**src/rtl/pkt_chk_pkg.sv**
```systemverilog
// Shared types and default sizing for the packet checksum stream stage.
package pkt_chk_pkg;

   localparam int DEF_DATA_WIDTH = 32;
   localparam int DEF_MAX_LEN    = 256;

   // IDLE: no packet open, BODY: packet open, TRAIL: trailer word pending
   typedef enum logic [1:0] {
      IDLE  = 2'd0,
      BODY  = 2'd1,
      TRAIL = 2'd2
   } state_t;

endpackage

```
**src/rtl/axis_out_reg.sv**
```systemverilog
// Single-entry AXI-Stream output register. A load strobe writes a new word;
// the word is held stable until the downstream handshake retires it.
module axis_out_reg #(
   parameter int DATA_WIDTH = 32
) (
   input  logic                  clk,
   input  logic                  rst,
   input  logic                  load_en,
   input  logic [DATA_WIDTH-1:0] d_data,
   input  logic                  d_last,
   output logic                  free,
   output logic                  m_axis_tvalid,
   input  logic                  m_axis_tready,
   output logic [DATA_WIDTH-1:0] m_axis_tdata,
   output logic                  m_axis_tlast
);

   logic                  vld_p0;
   logic [DATA_WIDTH-1:0] data_p0;
   logic                  last_p0;

   // The register may take a new word when empty or when its word leaves now.
   assign free          = !vld_p0 || m_axis_tready;
   assign m_axis_tvalid = vld_p0;
   assign m_axis_tdata  = data_p0;
   assign m_axis_tlast  = last_p0;

   // Load a new word or retire the current one on handshake; otherwise hold.
   always_ff @(posedge clk) begin
      if (rst) begin
         vld_p0  <= 1'b0;
         data_p0 <= '0;
         last_p0 <= 1'b0;
      end else if (load_en) begin
         vld_p0  <= 1'b1;
         data_p0 <= d_data;
         last_p0 <= d_last;
      end else if (m_axis_tready) begin
         vld_p0  <= 1'b0;
      end
   end

endmodule

```
**src/rtl/axis_pkt_checksum.sv**
```systemverilog
// Stream stage that forwards packet words unchanged, keeps a modular sum over
// each packet and optionally appends the negated sum as a trailer word, so
// the whole packet including trailer sums to zero. Packets reaching MAX_LEN
// words without tlast are closed early and flagged in the sticky err_trunc.
// Optional build macro PKT_CNT_EN adds the pkt_count output (completed
// packets, counted on output handshakes of tlast words).
module axis_pkt_checksum
   import pkt_chk_pkg::*;
#(
   parameter int DATA_WIDTH = DEF_DATA_WIDTH,
   parameter int MAX_LEN    = DEF_MAX_LEN
) (
   input  logic                  clk,
   input  logic                  rst,
   input  logic                  s_axis_tvalid,
   output logic                  s_axis_tready,
   input  logic [DATA_WIDTH-1:0] s_axis_tdata,
   input  logic                  s_axis_tlast,
   output logic                  m_axis_tvalid,
   input  logic                  m_axis_tready,
   output logic [DATA_WIDTH-1:0] m_axis_tdata,
   output logic                  m_axis_tlast,
   input  logic                  trailer_en,
   input  logic                  err_clr,
   output logic                  err_trunc
`ifdef PKT_CNT_EN
   ,
   output logic [31:0]           pkt_count
`endif
);

   localparam int LEN_W = $clog2(MAX_LEN + 1);

   state_t                state_q, state_d;
   logic [DATA_WIDTH-1:0] sum_q, sum_d;
   logic [LEN_W-1:0]      len_q, len_d, len_nxt;
   logic                  trl_q, trl_d;
   logic                  out_free;
   logic                  accept;
   logic                  eop;
   logic                  trunc_set;
   logic                  wr_en;
   logic [DATA_WIDTH-1:0] wr_data;
   logic                  wr_last;

   // Two's complement negation of the running sum gives the trailer word.
   function automatic logic [DATA_WIDTH-1:0] neg_sum(input logic [DATA_WIDTH-1:0] s);
      return ~s + DATA_WIDTH'(1);
   endfunction

   // No input is taken while the trailer is pending or while in reset.
   assign s_axis_tready = out_free && (state_q != TRAIL) && !rst;
   assign accept        = s_axis_tvalid && s_axis_tready;

   // Next-state, accumulator and output-register write decode.
   always_comb begin
      state_d   = state_q;
      sum_d     = sum_q;
      len_d     = len_q;
      trl_d     = trl_q;
      wr_en     = 1'b0;
      wr_data   = s_axis_tdata;
      wr_last   = 1'b0;
      trunc_set = 1'b0;
      len_nxt   = (state_q == IDLE) ? LEN_W'(1) : len_q + LEN_W'(1);
      eop       = s_axis_tlast || (len_nxt == LEN_W'(MAX_LEN));
      case (state_q)
         IDLE: begin
            // First beat: trailer_en is taken from the bus, not from trl_q.
            if (accept) begin
               trl_d     = trailer_en;
               sum_d     = s_axis_tdata;
               len_d     = len_nxt;
               wr_en     = 1'b1;
               wr_last   = eop && !trailer_en;
               trunc_set = eop && !s_axis_tlast;
               if (eop) begin
                  state_d = trailer_en ? TRAIL : IDLE;
               end else begin
                  state_d = BODY;
               end
            end
         end
         BODY: begin
            if (accept) begin
               sum_d     = sum_q + s_axis_tdata;
               len_d     = len_nxt;
               wr_en     = 1'b1;
               wr_last   = eop && !trl_q;
               trunc_set = eop && !s_axis_tlast;
               if (eop) begin
                  state_d = trl_q ? TRAIL : IDLE;
               end
            end
         end
         TRAIL: begin
            if (out_free) begin
               wr_en   = 1'b1;
               wr_data = neg_sum(sum_q);
               wr_last = 1'b1;
               state_d = IDLE;
            end
         end
         default: begin
            state_d = IDLE;
         end
      endcase
   end

   // Packet state, running sum, length and latched trailer enable.
   always_ff @(posedge clk) begin
      if (rst) begin
         state_q <= IDLE;
         sum_q   <= '0;
         len_q   <= '0;
         trl_q   <= 1'b0;
      end else begin
         state_q <= state_d;
         sum_q   <= sum_d;
         len_q   <= len_d;
         trl_q   <= trl_d;
      end
   end

   // Sticky truncation flag; a new truncation wins over a same-cycle clear.
   always_ff @(posedge clk) begin
      if (rst) begin
         err_trunc <= 1'b0;
      end else if (trunc_set) begin
         err_trunc <= 1'b1;
      end else if (err_clr) begin
         err_trunc <= 1'b0;
      end
   end

`ifdef PKT_CNT_EN
   // Count packets as their final word leaves; wraps naturally at 2^32.
   always_ff @(posedge clk) begin
      if (rst) begin
         pkt_count <= '0;
      end else if (m_axis_tvalid && m_axis_tready && m_axis_tlast) begin
         pkt_count <= pkt_count + 32'd1;
      end
   end
`endif

   // ---- stage boundary: output register ----
   axis_out_reg #(
      .DATA_WIDTH(DATA_WIDTH)
   ) u_out_reg (
      .clk           (clk),
      .rst           (rst),
      .load_en       (wr_en),
      .d_data        (wr_data),
      .d_last        (wr_last),
      .free          (out_free),
      .m_axis_tvalid (m_axis_tvalid),
      .m_axis_tready (m_axis_tready),
      .m_axis_tdata  (m_axis_tdata),
      .m_axis_tlast  (m_axis_tlast)
   );

endmodule
```
**config.mk**
```make
export PLATFORM = sky130hd
export DESIGN_NAME = axis_pkt_checksum
export DESIGN_NICKNAME = d
export VERILOG_FILES = /design/src/rtl/pkt_chk_pkg.sv /design/src/rtl/axis_out_reg.sv /design/src/rtl/axis_pkt_checksum.sv
export SDC_FILE = /design/constraint.sdc
export NUM_CORES = 1
export LEC_CHECK = 0
export CAP_MARGIN = 20
export CORE_ASPECT_RATIO = 0.6
export CORE_MARGIN = 8
export CORE_UTILIZATION = 60
export CTS_CLUSTER_SIZE = 40
export DETAILED_ROUTE_END_ITERATION = 12
export PLACE_DENSITY = 0.86
export SYNTH_ARGS = -nofsm -noshare
export SYNTH_HDL_FRONTEND = slang
export SYNTH_SLANG_ARGS = --single-unit
```
**constraint.sdc**
```tcl
create_clock -name clk -period 5.65 [get_ports clk]
set_input_delay 1.13 -clock clk [delete_from_list [all_inputs] [get_ports clk]]
set_output_delay 1.13 -clock clk [all_outputs]
set_load 0.01 [all_outputs]
```
==> impl_metrics.env, run 1 <==
export IMPL_ys_ff_latch=79
export IMPL_synth_edf_count=0
export IMPL_hold_class="reg2reg"
export IMPL_syn_inst=762
export IMPL_nFillCells=760
export IMPL_num_rows=28
export IMPL_ys_types=68
export IMPL_post_drt_wl_per_cell_um=19.0
export IMPL_ant_nets=0
export IMPL_clock_latency_ns=0.34
export IMPL_clkTransAtPathRegs_ns=0.07
export IMPL_async_flop_share=0
export IMPL_antenna_found_initial=0
export IMPL_min_path_cells=2
export IMPL_dp_hpwl_mm=12.6
export IMPL_cp_arrival_ns=4.21
export IMPL_fin_worst_skew_ns=0.00858
export IMPL_syn_area_per_cell_um2=7.65
export IMPL_ys_seq_area_frac=0.271
export IMPL_tns_ns=0
export IMPL_cp_max_fo=7
export IMPL_drc=0
export IMPL_synthesis_nets=835
export IMPL_cts_hold_buf=0
export IMPL_areaGrowthSynthToFinish_pct=19.1
export IMPL_clkSinkCount=79
export IMPL_setup_viol_count_final=0
export IMPL_crit_path_start="s_axis_tdata[10]"
export IMPL_overflow=0
export IMPL_finalCriticalPeriod_ns=4.00
export IMPL_fin_nets=883
export IMPL_cts_setup_buffers=0
export IMPL_yosysMostFrequentCell="nor2_1"
export IMPL_die_x_um=143
export IMPL_firstDrtPassIters=7
export IMPL_cts_buffers=9
export IMPL_multiInputGateArea_um2=4040
export IMPL_hold_start="u_out_reg.m_axis_tdata[0]$_SDFFE_PP0P_"
export IMPL_viasPerCell=6.54
export IMPL_dieArea_um2=13200
export IMPL_gp_congestion=0.971
export IMPL_powerDensity_nw_per_um2=243
export IMPL_max_cap_viol_count=0
export IMPL_grtUsageTotal=0.275
export IMPL_ys_warn_count=0
export IMPL_grt_pass1_wl_mm=29.7
export IMPL_timing_hold_violations_final=0
export IMPL_cts_max_path_buffers=2
export IMPL_start_kind="primary input"
export IMPL_antenna_cells=0
export IMPL_synth_area_leaders="dfxtp_1 27%, ha_1 7.1%, nor2_1 6.1%, a21oi_1 5.9%, nand2_1 5.9%"
export IMPL_slew_headroom=0.371
export IMPL_final_area_um2=6950
export IMPL_synth_flop_cell="dfxtp_1"
export IMPL_dpl_cell_area_um2=6630
export IMPL_htree_levels=3
export IMPL_rr_startpoint="sum_q[10]$_SDFFE_PP0P_"
export IMPL_fin_crit_sh=0.708
export IMPL_final_max_slew_violation_count=0
export IMPL_start_util=0.603
export IMPL_detail_route_wirelength_mm=18.0
export IMPL_synth_top_area_frac=0.271
export IMPL_status="finished, final reports clean"
export IMPL_rsz0062_at_grt="false"
export IMPL_first_global_vias=5905
export IMPL_grt_max_degree=81
export IMPL_critPathKind="in2reg"
export IMPL_synth_top_cells_by_count="95 x nor2_1, 92 x nand2_1, 79 x dfxtp_1"
export IMPL_fmax_mhz=250
export IMPL_drt_iter0_drc=771
export IMPL_cts_tree="done"
export IMPL_required_ns=5.86
export IMPL_reg2regPathDepth=10
export IMPL_peakVddDrop_mv=0.238
export IMPL_syn_area_um2=5830
export IMPL_io_pins=75
export IMPL_yosysTopAreaCell="dfxtp_1"
export IMPL_port_buffers=74
export IMPL_leakage_uw=0.00259
export IMPL_die_y_um=92.4
export IMPL_cts_root_buf="clkbuf_16"
export IMPL_endpoint_kind="register"
export IMPL_tightest_slew_ns=0.940
export IMPL_core_area_um2=9670
export IMPL_cts_resized=0
export IMPL_regArea_um2=1580
export IMPL_num_vias=6211
export IMPL_drive_gt1_frac=0.0590
-- flip-flops by register name, indices dropped and copies added, names as in the netlist --
name / cells
sum_q: 32
u_out_reg.m_axis_tdata: 32
len_q: 9
state_q: 2
err_trunc: 1
trl_q: 1
u_out_reg.m_axis_tlast: 1
u_out_reg.m_axis_tvalid: 1
-- cell families (layout without fill, tap and decap cells) --
group,count (synthesis),after routing,synth area share
compound gates,231,231,0.278
xor+xnor,47,47,0.0706
fa+ha+maj,34,34,0.0742
buf+inv,60,112,0.0399
flops,79,79,0.271
mux,9,9,0.0154
simple gates,302,302,0.251
-- layout by cell type (no fill, tap or decap), types with 3 or more instances in the layout --
| cell type | netlist | routed |
|---|---|---|
| xor2_1 | 19 | 19 |
| a221oi_1 | 14 | 14 |
| nand3b_1 | 5 | 5 |
| or3_1 | 6 | 6 |
| mux2i_1 | 9 | 9 |
| o21bai_1 | 5 | 5 |
| nor4_1 | 6 | 6 |
| inv_1 | 16 | 16 |
| o21ai_0 | 33 | 33 |
| nor2b_1 | 6 | 6 |
| o21a_1 | 5 | 5 |
| a31oi_1 | 7 | 7 |
| or4_1 | 5 | 5 |
| nand2b_1 | 5 | 5 |
| nor2_1 | 95 | 94 |
| a211oi_1 | 23 | 23 |
| o2bb2ai_1 | 4 | 4 |
| nor4_2 | 4 | 4 |
| a21o_1 | 17 | 17 |
| nand2_1 | 92 | 92 |
| and3_1 | 4 | 4 |
| nand4_1 | 6 | 6 |
| nor3b_1 | 5 | 5 |
| a2111oi_0 | 3 | 3 |
| clkdlybuf4s50_1 | 0 | 73 |
| nor3_1 | 30 | 30 |
| nand3_1 | 17 | 15 |
| a21oi_1 | 69 | 69 |
| dfxtp_1 | 79 | 79 |
| ha_1 | 33 | 33 |
| clkbuf_16 | 0 | 9 |
| a311oi_1 | 25 | 25 |
| o211ai_1 | 7 | 7 |
| buf_4 | 0 | 6 |
| xnor2_1 | 28 | 28 |
-- final timing paths --
check | end | slack [ns]
setup / recovery | sum_q[31]$_SDFFE_PP0P_ | 1.65
setup reg to reg | sum_q[31]$_SDFFE_PP0P_ | 2.45
hold reg to reg | u_out_reg.m_axis_tdata[0]$_SDFFE_PP0P_ | 0.48
hold / removal | u_out_reg.m_axis_tdata[0]$_SDFFE_PP0P_ | 0.48
-- cell type report --
class,instances,area share
clock inverter,5,0.00847
inverter,16,0.00865
sequential,79,0.228
multi-input combinational,623,0.581
tap,135,0.0243
timing repair buffer,81,0.115
clock buffer,10,0.0344
-- through the flow --
step            util  hold slack [ns]  total power [uW]  cells  worst slack [ns]
2_1_floorplan      -            0.441               941    762              2.14
3_3_place_gp   0.685            0.450              1080    933              1.49
3_5_place_dp   0.685            0.474              1090    933              1.39
4_1_cts        0.716            0.484              1680    948              1.69
5_1_grt        0.718            0.512              1760    949              1.42
6_report       0.718            0.481              1690    949              1.65
-- worst max-delay path: stages --
cell and delay [ns]:
clkdlybuf4s50_1 0.45, ha_1 0.43, a21oi_1 0.21, o21ai_0 0.20, a32oi_1 0.29, nand3_1 0.18
nor3_1 0.50, o211a_1 0.27, nor3_1 0.06, a2111oi_0 0.35, o211ai_1 0.14
-- power breakdown --
| group | switching (uW) | internal (uW) | leakage (uW) |
|---|---|---|---|
| Sequential | 39.3 | 589 | 0.000646 |
| Combinational | 267 | 200 | 0.00180 |
| Clock | 240 | 352 | 0.000141 |
| Total | 547 | 1140 | 0.00259 |
-- layer usage --
metal,up-vias,track usage,share of wire
li1,2896,-,-
met5,-,0,0
met2,370,0.406,0.42
met4,0,0.0809,0.016
met3,41,0.0781,0.12
met1,2904,0.381,0.45
No activity file was read; power rests on OpenSTA's default activity.
==> run 2, diff against run 1 <==
Settings changed: CORE_UTILIZATION 60 to 57, PLACE_DENSITY 0.86 to 0.82.
Clock period 5.65 ns to 3.85 ns, I/O delays scaled along.
==> run 2 against run 1 <==
Net effect:
- clock-buffer cell count unchanged
- global-route usage down 0.79 points
- hold slack about the same
- largest cell class unchanged
==> impl_metrics.env, run 2 (synthesis gave the netlist of run 1 again) <==
export IMPL_p_seq_frac=0.350
export IMPL_min_path_cells=2
export IMPL_hold_class="reg2reg"
export IMPL_dp_slack_ns=0.00149
export IMPL_start_util=0.588
export IMPL_cts_buffers=9
export IMPL_r2r_end="sum_q[28]$_SDFFE_PP0P_"
export IMPL_power_internal_uw=1810
export IMPL_dp_hpwl_mm=13.6
export IMPL_reg2regPathDepth=12
export IMPL_areaGrowthSynthToFinish_pct=21.8
export IMPL_endpoint_kind="register"
export IMPL_gp_congestion=0.950
export IMPL_cts_max_path_buffers=2
export IMPL_fin_crit_sh=0.916
export IMPL_final_max_slew_violation_count=0
export IMPL_cts_tree="done"
export IMPL_port_buffers=74
export IMPL_fin_worst_skew_ns=0.00632
export IMPL_critPathKind="in2reg"
export IMPL_overflow=0
export IMPL_path_depth=13
export IMPL_die_x_um=147
export IMPL_fmax_mhz=284
export IMPL_first_global_vias=5903
export IMPL_required_ns=4.12
export IMPL_peakVddDrop_mv=0.256
export IMPL_drc=0
export IMPL_grt_pass1_wl_mm=30.3
export IMPL_pwr_share_clk=0.384
export IMPL_powerDensity_nw_per_um2=372
export IMPL_dpl_cell_area_um2=6760
export IMPL_firstDrtPassIters=7
export IMPL_tns_ns=0
export IMPL_antenna_cells=0
export IMPL_rsz0062_at_grt="false"
export IMPL_finalCriticalPeriod_ns=3.52
export IMPL_cts_hold_buf=0
export IMPL_crit_slowest_cell="clkdlybuf4s50_1"
export IMPL_tightest_slew_ns=0.907
export IMPL_status="finished, final reports clean"
export IMPL_p_sw_frac=0.313
export IMPL_combinationalPowerShare=0.266
export IMPL_drive_gt1_frac=0.0770
export IMPL_num_rows=28
export IMPL_final_cell_mix="94 x nor2_1, 92 x nand2_1, 79 x dfxtp_1, 73 x clkdlybuf4s50_1, 69 x a21oi_1"
export IMPL_reg2reg_slack_ns=0.75
export IMPL_viasPerCell=6.49
export IMPL_final_area_um2=7100
export IMPL_grtUsageTotal=0.267
export IMPL_cp_arrival_ns=3.80
export IMPL_io_pins=75
export IMPL_cp_endpoint="sum_q[28]$_SDFFE_PP0P_"
export IMPL_cts_resized=0
export IMPL_clock_latency_ns=0.35
export IMPL_detail_route_wirelength_mm=18.8
export IMPL_drt_iter0_drc=614
export IMPL_placedCellCount=950
export IMPL_crit_path_start="s_axis_tdata[0]"
export IMPL_clkSinkCount=79
export IMPL_antenna_found_initial=0
export IMPL_die_y_um=94.4
export IMPL_timing_hold_violations_final=0
export IMPL_hold_start="u_out_reg.m_axis_tdata[25]$_SDFFE_PP0P_"
export IMPL_cts_root_buf="clkbuf_16"
export IMPL_leakage_uw=0.00268
export IMPL_max_stage_delay_ns=0.48
export IMPL_slew_headroom=0.394
export IMPL_ant_nets=0
export IMPL_clkTransAtPathRegs_ns=0.06
export IMPL_total_power_uw=2640
export IMPL_cp_max_fo=5
export IMPL_cp_cell_sequence="clkdlybuf4s50_1, ha_1, inv_1, fa_1, nor2b_4, o21a_4, o21ai_4, a2111oi_4, a211o_2, a211oi_1, or3_1, a311o_1, a21oi_1"
export IMPL_htree_levels=3
export IMPL_core_area_um2=9910
export IMPL_power_switching_uw=827
export IMPL_start_kind="primary input"
export IMPL_fin_nets=899
export IMPL_cts_setup_buffers=0
export IMPL_final_common_cell="nor2_1"
export IMPL_max_cap_viol_count=0
export IMPL_dieArea_um2=13800
export IMPL_num_vias=6270
export IMPL_grt_max_degree=81
export IMPL_critPathTopFamily="compound AO/OA/AOI/OAI gates"
export IMPL_fin_ws_ns=0.325
export IMPL_post_drt_wl_per_cell_um=19.5
export IMPL_final_cells=966
export IMPL_setup_viol_count_final=0
export IMPL_cp_num_buf_inv=2
export IMPL_rr_startpoint="sum_q[0]$_SDFFE_PP0P_"
==> run 2: changes by cell type in the layout (fill, tap and decap cells not counted) <==
cell	before	now
buf_12	1	0
buf_4	6	23
bufinv_16	1	3
clkbuf_1	0	1
clkbuf_8	1	0
clkinv_2	1	0
clkinvlp_4	2	1
inv_8	0	1
==> run 2: per-layer routing <==
metal  GRT usage  part of all wire  vias to the layer above  wire length, um
li1            -                 -                     2929                -
met1       0.370              0.46                     2970             8640
met2       0.405              0.42                      341             7990
met3      0.0597             0.099                       30             1860
met4      0.0887             0.017                        0              319
met5           0                 0                        -                0
==> run 2: worst min-delay path by stage <==
| stage | endpoint |
|---|---|
| global placement | len_q[8]$_SDFFE_PP0P_ |
| finish | u_out_reg.m_axis_tdata[25]$_SDFFE_PP0P_ |
| floorplan | len_q[8]$_SDFFE_PP0P_ |
| CTS | u_out_reg.m_axis_tdata[25]$_SDFFE_PP0P_ |
| detailed placement | u_out_reg.m_axis_tdata[25]$_SDFFE_PP0P_ |
| global route | len_q[8]$_SDFFE_PP0P_ |
==> run 2: cell type report <==
type,count,area [um^2]
Multi-Input combinational cell,623,4040
Fill cell,795,2810
Sequential cell,79,1580
Timing Repair Buffer,97,908
Clock buffer,10,229
Tap cell,135,169
Clock inverter,6,118
Inverter,16,60.1
==> run 2: worst min-delay path, cell delays in order (launching register included) <==
cell	delay, ns
dfxtp_1	0.31
nand2_1	0.05
a311oi_1	0.08
==> run 2: power groups by stage <==
stage	logic, uW	clock network, uW	registers (uW)
after global routing	759	1060	927
after detailed placement	682	0	938
final	703	1010	923
after CTS	691	1020	920
after floorplan	448	0	932
after global placement	664	0	934
==> run 2: stage by stage <==
step                      utilization  hold WS [ns]
after global placement          0.681         0.451
final                           0.716         0.481
after floorplan                     -         0.441
after CTS                       0.716         0.484
after detailed placement        0.681         0.470
after global routing            0.716         0.504
